===== src/rtl/mem_access_pkg.sv =====
// Shared encodings for the MEM-stage load/store unit and its lane aligner.
package mem_access_pkg;

   // Access size field encodings
   localparam logic [1:0] SIZE_BYTE = 2'b00;
   localparam logic [1:0] SIZE_HALF = 2'b01;
   localparam logic [1:0] SIZE_WORD = 2'b10;
   localparam logic [1:0] SIZE_RSVD = 2'b11;

   // FSM state encodings
   localparam logic [1:0] ST_IDLE  = 2'd0;
   localparam logic [1:0] ST_READ  = 2'd1;
   localparam logic [1:0] ST_WRITE = 2'd2;
   localparam logic [1:0] ST_RESP  = 2'd3;

   // Byte and half lane offsets within a big-endian word
   localparam logic [1:0] OFF_B0 = 2'b00;
   localparam logic [1:0] OFF_B1 = 2'b01;
   localparam logic [1:0] OFF_B2 = 2'b10;
   localparam logic [1:0] OFF_B3 = 2'b11;
   localparam logic [1:0] OFF_H0 = 2'b00;
   localparam logic [1:0] OFF_H2 = 2'b10;

   // Big-endian: byte offset k lives at bits [31-8k -: 8], so its LSB is 8*(3-k)
   function automatic logic [4:0] byte_lsb(input logic [1:0] off);
      return {~off, 3'b000};
   endfunction

   // Half offset 0 lives at [31:16], offset 2 at [15:0]
   function automatic logic [4:0] half_lsb(input logic [1:0] off);
      return {~off[1], 4'b0000};
   endfunction

endpackage


===== src/rtl/mem_lane_align.sv =====
// Combinational lane aligner: load extract/extend and sub-word store merge
// for a big-endian 32-bit word. Shared with the uncached debug path.
module mem_lane_align
   import mem_access_pkg::*;
#(
   parameter int NB_DATA = 32
) (
   input  logic [NB_DATA-1:0] i_word,
   input  logic [1:0]         i_offset,
   input  logic [1:0]         i_size,
   input  logic               i_unsigned,
   input  logic [NB_DATA-1:0] i_wdata,
   output logic [NB_DATA-1:0] o_load,
   output logic [NB_DATA-1:0] o_merged
);

   logic [4:0]  w_byte_lsb;
   logic [4:0]  w_half_lsb;
   logic [7:0]  w_byte;
   logic [15:0] w_half;

   assign w_byte_lsb = byte_lsb(i_offset);
   assign w_half_lsb = half_lsb(i_offset);
   assign w_byte     = i_word[w_byte_lsb +: 8];
   assign w_half     = i_word[w_half_lsb +: 16];

   // Extract the addressed lane and sign- or zero-extend it
   always_comb begin
      o_load = i_word;
      case (i_size)
         SIZE_BYTE: o_load = {{(NB_DATA-8){~i_unsigned & w_byte[7]}}, w_byte};
         SIZE_HALF: o_load = {{(NB_DATA-16){~i_unsigned & w_half[15]}}, w_half};
         default:   o_load = i_word;
      endcase
   end

   // Overlay the right-justified store data onto the addressed lane
   always_comb begin
      o_merged = i_word;
      case (i_size)
         SIZE_BYTE: o_merged[w_byte_lsb +: 8]  = i_wdata[7:0];
         SIZE_HALF: o_merged[w_half_lsb +: 16] = i_wdata[15:0];
         default:   o_merged = i_wdata;
      endcase
   end

endmodule


===== src/rtl/mem_access_unit.sv =====
// MEM-stage load/store unit driving a word-wide, asynchronous-read,
// big-endian data RAM. Sub-word stores are done as read-modify-write.
module mem_access_unit
   import mem_access_pkg::*;
#(
   parameter int NB_DATA     = 32,
   parameter int NB_ADDR     = 9,
   parameter int NB_REQ_ADDR = 32
) (
   input  logic                   i_clk,
   input  logic                   i_reset_n,
   input  logic                   i_valid,
   input  logic                   i_we,
   input  logic [1:0]             i_size,
   input  logic                   i_unsigned,
   input  logic [NB_REQ_ADDR-1:0] i_addr,
   input  logic [NB_DATA-1:0]     i_wdata,
   output logic                   o_ready,
   output logic                   o_done,
   output logic                   o_err,
   output logic [NB_DATA-1:0]     o_rdata,
   output logic                   o_mem_we,
   output logic [NB_ADDR-1:0]     o_mem_addr,
   output logic [NB_DATA-1:0]     o_mem_wdata,
   input  logic [NB_DATA-1:0]     i_mem_rdata
);

   logic [1:0]         r_state;
   logic [1:0]         w_state_next;
   logic               r_we;
   logic               r_unsigned;
   logic               r_err;
   logic [1:0]         r_size;
   logic [1:0]         r_offset;
   logic [NB_DATA-1:0] r_wdata;
   logic [NB_DATA-1:0] r_rdata;
   logic [NB_DATA-1:0] r_mem_wdata;
   logic [NB_ADDR-1:0] r_mem_addr;

   logic               w_accept;
   logic               w_fault;
   logic [NB_DATA-1:0] w_load;
   logic [NB_DATA-1:0] w_merged;

   assign w_accept = i_valid && (r_state == ST_IDLE);

   // Classify the incoming request: bad size, misalignment or out-of-range address
   always_comb begin
      w_fault = |i_addr[NB_REQ_ADDR-1:NB_ADDR];
      case (i_size)
         SIZE_BYTE: ;
         SIZE_HALF: if (i_addr[0]) w_fault = 1'b1;
         SIZE_WORD: if (i_addr[1:0] != 2'b00) w_fault = 1'b1;
         default:   w_fault = 1'b1;
      endcase
   end

   // Next-state: faults go straight to RESP, sub-word stores read before writing
   always_comb begin
      w_state_next = r_state;
      case (r_state)
         ST_IDLE: begin
            if (w_accept) begin
               if (w_fault)
                  w_state_next = ST_RESP;
               else if (i_we && (i_size == SIZE_WORD))
                  w_state_next = ST_WRITE;
               else
                  w_state_next = ST_READ;
            end
         end
         ST_READ:  w_state_next = r_we ? ST_WRITE : ST_RESP;
         ST_WRITE: w_state_next = ST_RESP;
         default:  w_state_next = ST_IDLE;
      endcase
   end

   // State register
   always_ff @(posedge i_clk or negedge i_reset_n) begin
      if (!i_reset_n)
         r_state <= ST_IDLE;
      else
         r_state <= w_state_next;
   end

   // Request latch, RAM address/write word, and load result capture
   always_ff @(posedge i_clk or negedge i_reset_n) begin
      if (!i_reset_n) begin
         r_we        <= 1'b0;
         r_unsigned  <= 1'b0;
         r_err       <= 1'b0;
         r_size      <= SIZE_BYTE;
         r_offset    <= OFF_B0;
         r_wdata     <= '0;
         r_rdata     <= '0;
         r_mem_wdata <= '0;
         r_mem_addr  <= '0;
      end else begin
         if (w_accept) begin
            r_we       <= i_we;
            r_unsigned <= i_unsigned;
            r_err      <= w_fault;
            r_size     <= i_size;
            r_offset   <= i_addr[1:0];
            r_wdata    <= i_wdata;
            r_mem_addr <= {i_addr[NB_ADDR-1:2], 2'b00};
            if (i_we && (i_size == SIZE_WORD) && !w_fault)
               r_mem_wdata <= i_wdata;
         end
         if (r_state == ST_READ) begin
            if (r_we)
               r_mem_wdata <= w_merged;
            else
               r_rdata <= w_load;
         end
      end
   end

   mem_lane_align #(
      .NB_DATA (NB_DATA)
   ) u_lane_align (
      .i_word     (i_mem_rdata),
      .i_offset   (r_offset),
      .i_size     (r_size),
      .i_unsigned (r_unsigned),
      .i_wdata    (r_wdata),
      .o_load     (w_load),
      .o_merged   (w_merged)
   );

   // Strobes decode straight from the state register so they never glitch
   assign o_ready     = (r_state == ST_IDLE);
   assign o_mem_we    = (r_state == ST_WRITE);
   assign o_done      = (r_state == ST_RESP);
   assign o_err       = (r_state == ST_RESP) && r_err;
   assign o_rdata     = r_rdata;
   assign o_mem_addr  = r_mem_addr;
   assign o_mem_wdata = r_mem_wdata;

endmodule


===== config.mk =====
export PLATFORM = sky130hd
export DESIGN_NAME = mem_access_unit
export DESIGN_NICKNAME = d
export VERILOG_FILES = /design/src/rtl/mem_access_pkg.sv /design/src/rtl/mem_lane_align.sv /design/src/rtl/mem_access_unit.sv
export SDC_FILE = /design/constraint.sdc
export NUM_CORES = 1
export LEC_CHECK = 0
export CORE_ASPECT_RATIO = 0.9
export CORE_MARGIN = 5
export CORE_UTILIZATION = 51
export CTS_BUF_LIST = sky130_fd_sc_hd__clkbuf_4 sky130_fd_sc_hd__clkbuf_8 sky130_fd_sc_hd__clkbuf_16
export CTS_CLUSTER_DIAMETER = 60
export DETAILED_ROUTE_END_ITERATION = 6
export GPL_TIMING_DRIVEN = 1
export PLACE_DENSITY = 0.92
export SLEW_MARGIN = 20
export SYNTH_ARGS = -nofsm -noshare
export SYNTH_HDL_FRONTEND = slang
export SYNTH_SLANG_ARGS = --single-unit

===== constraint.sdc =====
create_clock -name i_clk -period 6.85 [get_ports i_clk]
set_input_delay 2.055 -clock i_clk [delete_from_list [all_inputs] [get_ports i_clk]]
set_output_delay 2.055 -clock i_clk [all_outputs]
set_load 0.02 [all_outputs]

==> impl_results.md <==
* Result of the run: complete, no violations
* Worst-Skew Late Latency at 350 ps
* Aggregate routed wire length at roughly 19000 um
* Time the final worst path needs with I/O delays and setup at 4314 ps
* Final setup violating endpoints at 0
* RSZ-0062 raised after global routing: false
* Starting density of the core at 0.5156
* CTS clk-pin slew, worst paths at 70 ps
* Placed Area at 0.007642 mm2
* Post-synthesis instance area at 0.005848 mm2
* Met2 wire len at 9037 um
* Count of cells resized by post-cts repair at 0
* Gp weighted congestion at 0.9680
* TritonCTS clock tree: built
* Startpoint of the most critical hold path: o_rdata[4]
* Final Max Slew Viols at 0
* Number of nets at the end of the flow at 810
* Pwr dens at 485.1 mW/mm2
* Met3 routed wirelength at 1782 um
* Count of nets left with antenna violations after detail routing at 0
* Final std cells w/o fill at approximately 860
* Required time of the worst setup path at 7070 ps
* Post-synthesis simple-gate area fraction at 0.1157
* Drt first pass iters at 6
* Worst Hold End: o_rdata[4]
* Routed metal-1 wirelength at ~7400 um
* Hold Vio Cnt, Final at 0
* Flop and latch count out of synthesis at 112
* Hold Path Class: reg -> reg
* Sequential fraction of the synthesis area at 0.4792
* Dominant combinational cell family by area after synthesis: compound AO/OA/AOI/OAI gates
* Num CTS Buffers at 9
* Placed Cells incl. Taps at 840
* Async S/R FF share, synth at 1.000
* Most area-consuming cells after synthesis: sky130_fd_sc_hd__dfrtp_1, sky130_fd_sc_hd__mux2_2, sky130_fd_sc_hd__o221a_1
* H-tree depth at 3
* Highest clock frequency the design can meet at 231.8 MHz
* Worst setup path startpoint: i_size[0]
* Leakage power at 3.131 nW
* Library cell with the largest summed area after synthesis: sky130_fd_sc_hd__dfrtp_1
* Cell at the root of the clock tree: sky130_fd_sc_hd__clkbuf_16
* Complex-gate fraction of the synthesized area at 0.2356
* Reg area at 0.002803 mm2
* Fin Setup TNS at 0 ps
* Number of buffers on the longest clock path at 2
* Unique masters post-synth at 48
* Core occupancy in the finished layout at 0.7017
* Ratio of cells with drive above 1 in the final layout at 0.1186
* Worst r2r path cells at 7
* Total via count in the routed design at 5299
* Starting DRT DRC Count at 452
* Post-CTS Setup Bufs at 0
* Total power draw at 0.003861 W
* Average instance area after synthesis at 10.81 um2
* Most common cell after layout, fill and taps aside: sky130_fd_sc_hd__clkdlybuf4s50_1
* Hold buffer count at cts at 0
* Number of placed I/O pins at 180
* Most common flop cell mapped by yosys: sky130_fd_sc_hd__dfrtp_1
* Width of the chip at 122.9 um
* Number of synthesized flops with an enable pin at 0
* Top layer in use: met4
* Layout Skew at 8.736 ps
* Aggregate global-route resource usage at 0.2759
* Critical Path End Type: register
* Number of antenna violations at the first check in global routing at 0
* Yosys warning total at 0
* Port Buf Inserts at 177
* Maximum net fanout on the critical path at 32
* Max-slew headroom at 0.2583
* Pin slew with the least headroom to its limit at approximately 1100 ps
* Die Ht at 111.6 um
* Largest voltage drop on the vdd net at 0.3361 mV
* Final standard cell area without fillers at 0.007959 mm2
* Routed WL per cell at 22.02 um
* P&R area growth vs syn at 36.09%
* Startpoint-to-endpoint class of the critical path: in -> reg
* Cell count of the worst hold path at 2
* Multiplexer share of the synthesized area at 0.1014
* Area share of the largest cell type after synthesis at 0.4792
* Die area at 0.01371 mm2
* Worst reg2reg startpoint: r_offset[1]
* ANT cells at 0
* Final worst-path cycle share at 0.6298
* Crit path DAT at between 4000 and 5000 ps
* Max Cap Violations at 0
* Post-Synth Adder-Cell Area at 0.02567
* Area of combinational cells with multiple inputs at around 0.0028 mm2
* Clock sink count at 112
* Maximum number of pins on one net before global-route repair at 62
* Grt ovf at 0
* Category of the worst setup path launch point: primary input
* Gate Count Post-Synth at 541
* Synth Area in XOR/XNOR at 0
* Drt drc at 0
* First-pass GRT wire length at between 20000 and 30000 um
* Row cnt at 37
* Top library cells by usage in the layout, fill and taps aside: sky130_fd_sc_hd__clkdlybuf4s50_1, sky130_fd_sc_hd__dfrtp_1, sky130_fd_sc_hd__nand2_1
* Worst r2r dst: o_mem_wdata[14]
* Placeable core area at 0.01134 mm2
* R2R Setup Slk at 3870 ps
* Filler instances at between 800 and 900
* HPWL after detailed placement at 14080 um
* Vias/cell at between 6 and 7
* Via count of the first global-routing pass at 5513
==> per-stage QoR <==
| stage | setup slack [ps] | hold WS, ps |
|---|---|---|
| finish | 2536 | 494.5 |
| global route | 2404 | 512.8 |
| detailed placement | 2122 | 479.2 |
| CTS | 2476 | 497.1 |
| global placement | 2278 | 466.3 |
| floorplan | 3176 | 442.4 |
==> power breakdown <==
| group | switching (W) | internal (W) | leakage [nW] |
|---|---|---|---|
| sequential | 0.000307 | 0.00100 | 1.31 |
| combinational | 0.00104 | 0.000956 | 1.67 |
| clock | 0.000260 | 0.000293 | 0.155 |
==> synthesized netlist by cell type (3+ instances only) <==
cell type and n:
sky130_fd_sc_hd__a211oi_1 4, sky130_fd_sc_hd__mux2i_1 3, sky130_fd_sc_hd__buf_2 3, sky130_fd_sc_hd__inv_1 8, sky130_fd_sc_hd__ha_1 12, sky130_fd_sc_hd__clkbuf_1 22, sky130_fd_sc_hd__a222oi_1 4, sky130_fd_sc_hd__buf_1 6
sky130_fd_sc_hd__nor2_1 28, sky130_fd_sc_hd__nand2b_1 4, sky130_fd_sc_hd__a221oi_1 31, sky130_fd_sc_hd__nor3_1 9, sky130_fd_sc_hd__o21ai_0 38, sky130_fd_sc_hd__buf_6 3, sky130_fd_sc_hd__nand2_1 64, sky130_fd_sc_hd__nor2b_1 22
sky130_fd_sc_hd__o221a_1 30, sky130_fd_sc_hd__nor4_1 3, sky130_fd_sc_hd__a221o_1 17, sky130_fd_sc_hd__dfrtp_1 112, sky130_fd_sc_hd__o22ai_1 3, sky130_fd_sc_hd__buf_8 3, sky130_fd_sc_hd__mux2_2 48, sky130_fd_sc_hd__a21oi_1 34
==> metal layers <==
layer	track usage	vias to the layer above
li1	-	2358
met2	0.4470	315
met3	0.06805	57
met5	0	-
met1	0.3651	2569
met4	0.08582	0
==> worst max-delay path by stage <==
stage                 endpoint  slack (ps)
5_1_grt         o_mem_wdata[4]        2400
3_3_place_gp    o_mem_wdata[0]        2280
4_1_cts         o_mem_wdata[4]        2480
3_5_place_dp   o_mem_wdata[10]        2120
2_1_floorplan  o_mem_wdata[10]        3180
6_report        o_mem_wdata[4]        2540
==> flip-flops by register name, summed over array words and instances (netlist names) <==
register     flops
r_state          2
r_offset         2
r_wdata         32
r_unsigned       1
r_size           2
o_mem_addr       7
o_mem_wdata     32
r_we             1
o_rdata         32
r_err            1
==> kinds of logic after synthesis <==
kind of cell | after synthesis
other | 1
adders and majority gates | 12
muxes | 52
DFF | 112
buffers and inverters | 47
AOI/OAI and AO/OA | 176
and+or+nand+nor | 141
==> worst max-delay path, cell delays in order <==
cell	delay, ps
sky130_fd_sc_hd__clkdlybuf4s50_1	500
sky130_fd_sc_hd__inv_1	90
sky130_fd_sc_hd__ha_1	310
sky130_fd_sc_hd__nor2_1	150
sky130_fd_sc_hd__a41oi_1	100
sky130_fd_sc_hd__a2111oi_4	530
sky130_fd_sc_hd__nand3_4	400
sky130_fd_sc_hd__o221a_1	390
==> layout make-up <==
type / instances / area share
clock buffers: 9 / 0.02830
clock inverters: 7 / 0.01116
inverters: 8 / 0.003773
multi-input cells: 383 / 0.3540
flip-flops and latches: 112 / 0.3521
well taps: 156 / 0.02452
repair buffers: 181 / 0.2261
Note: power is estimated with default switching activity, not from simulation.
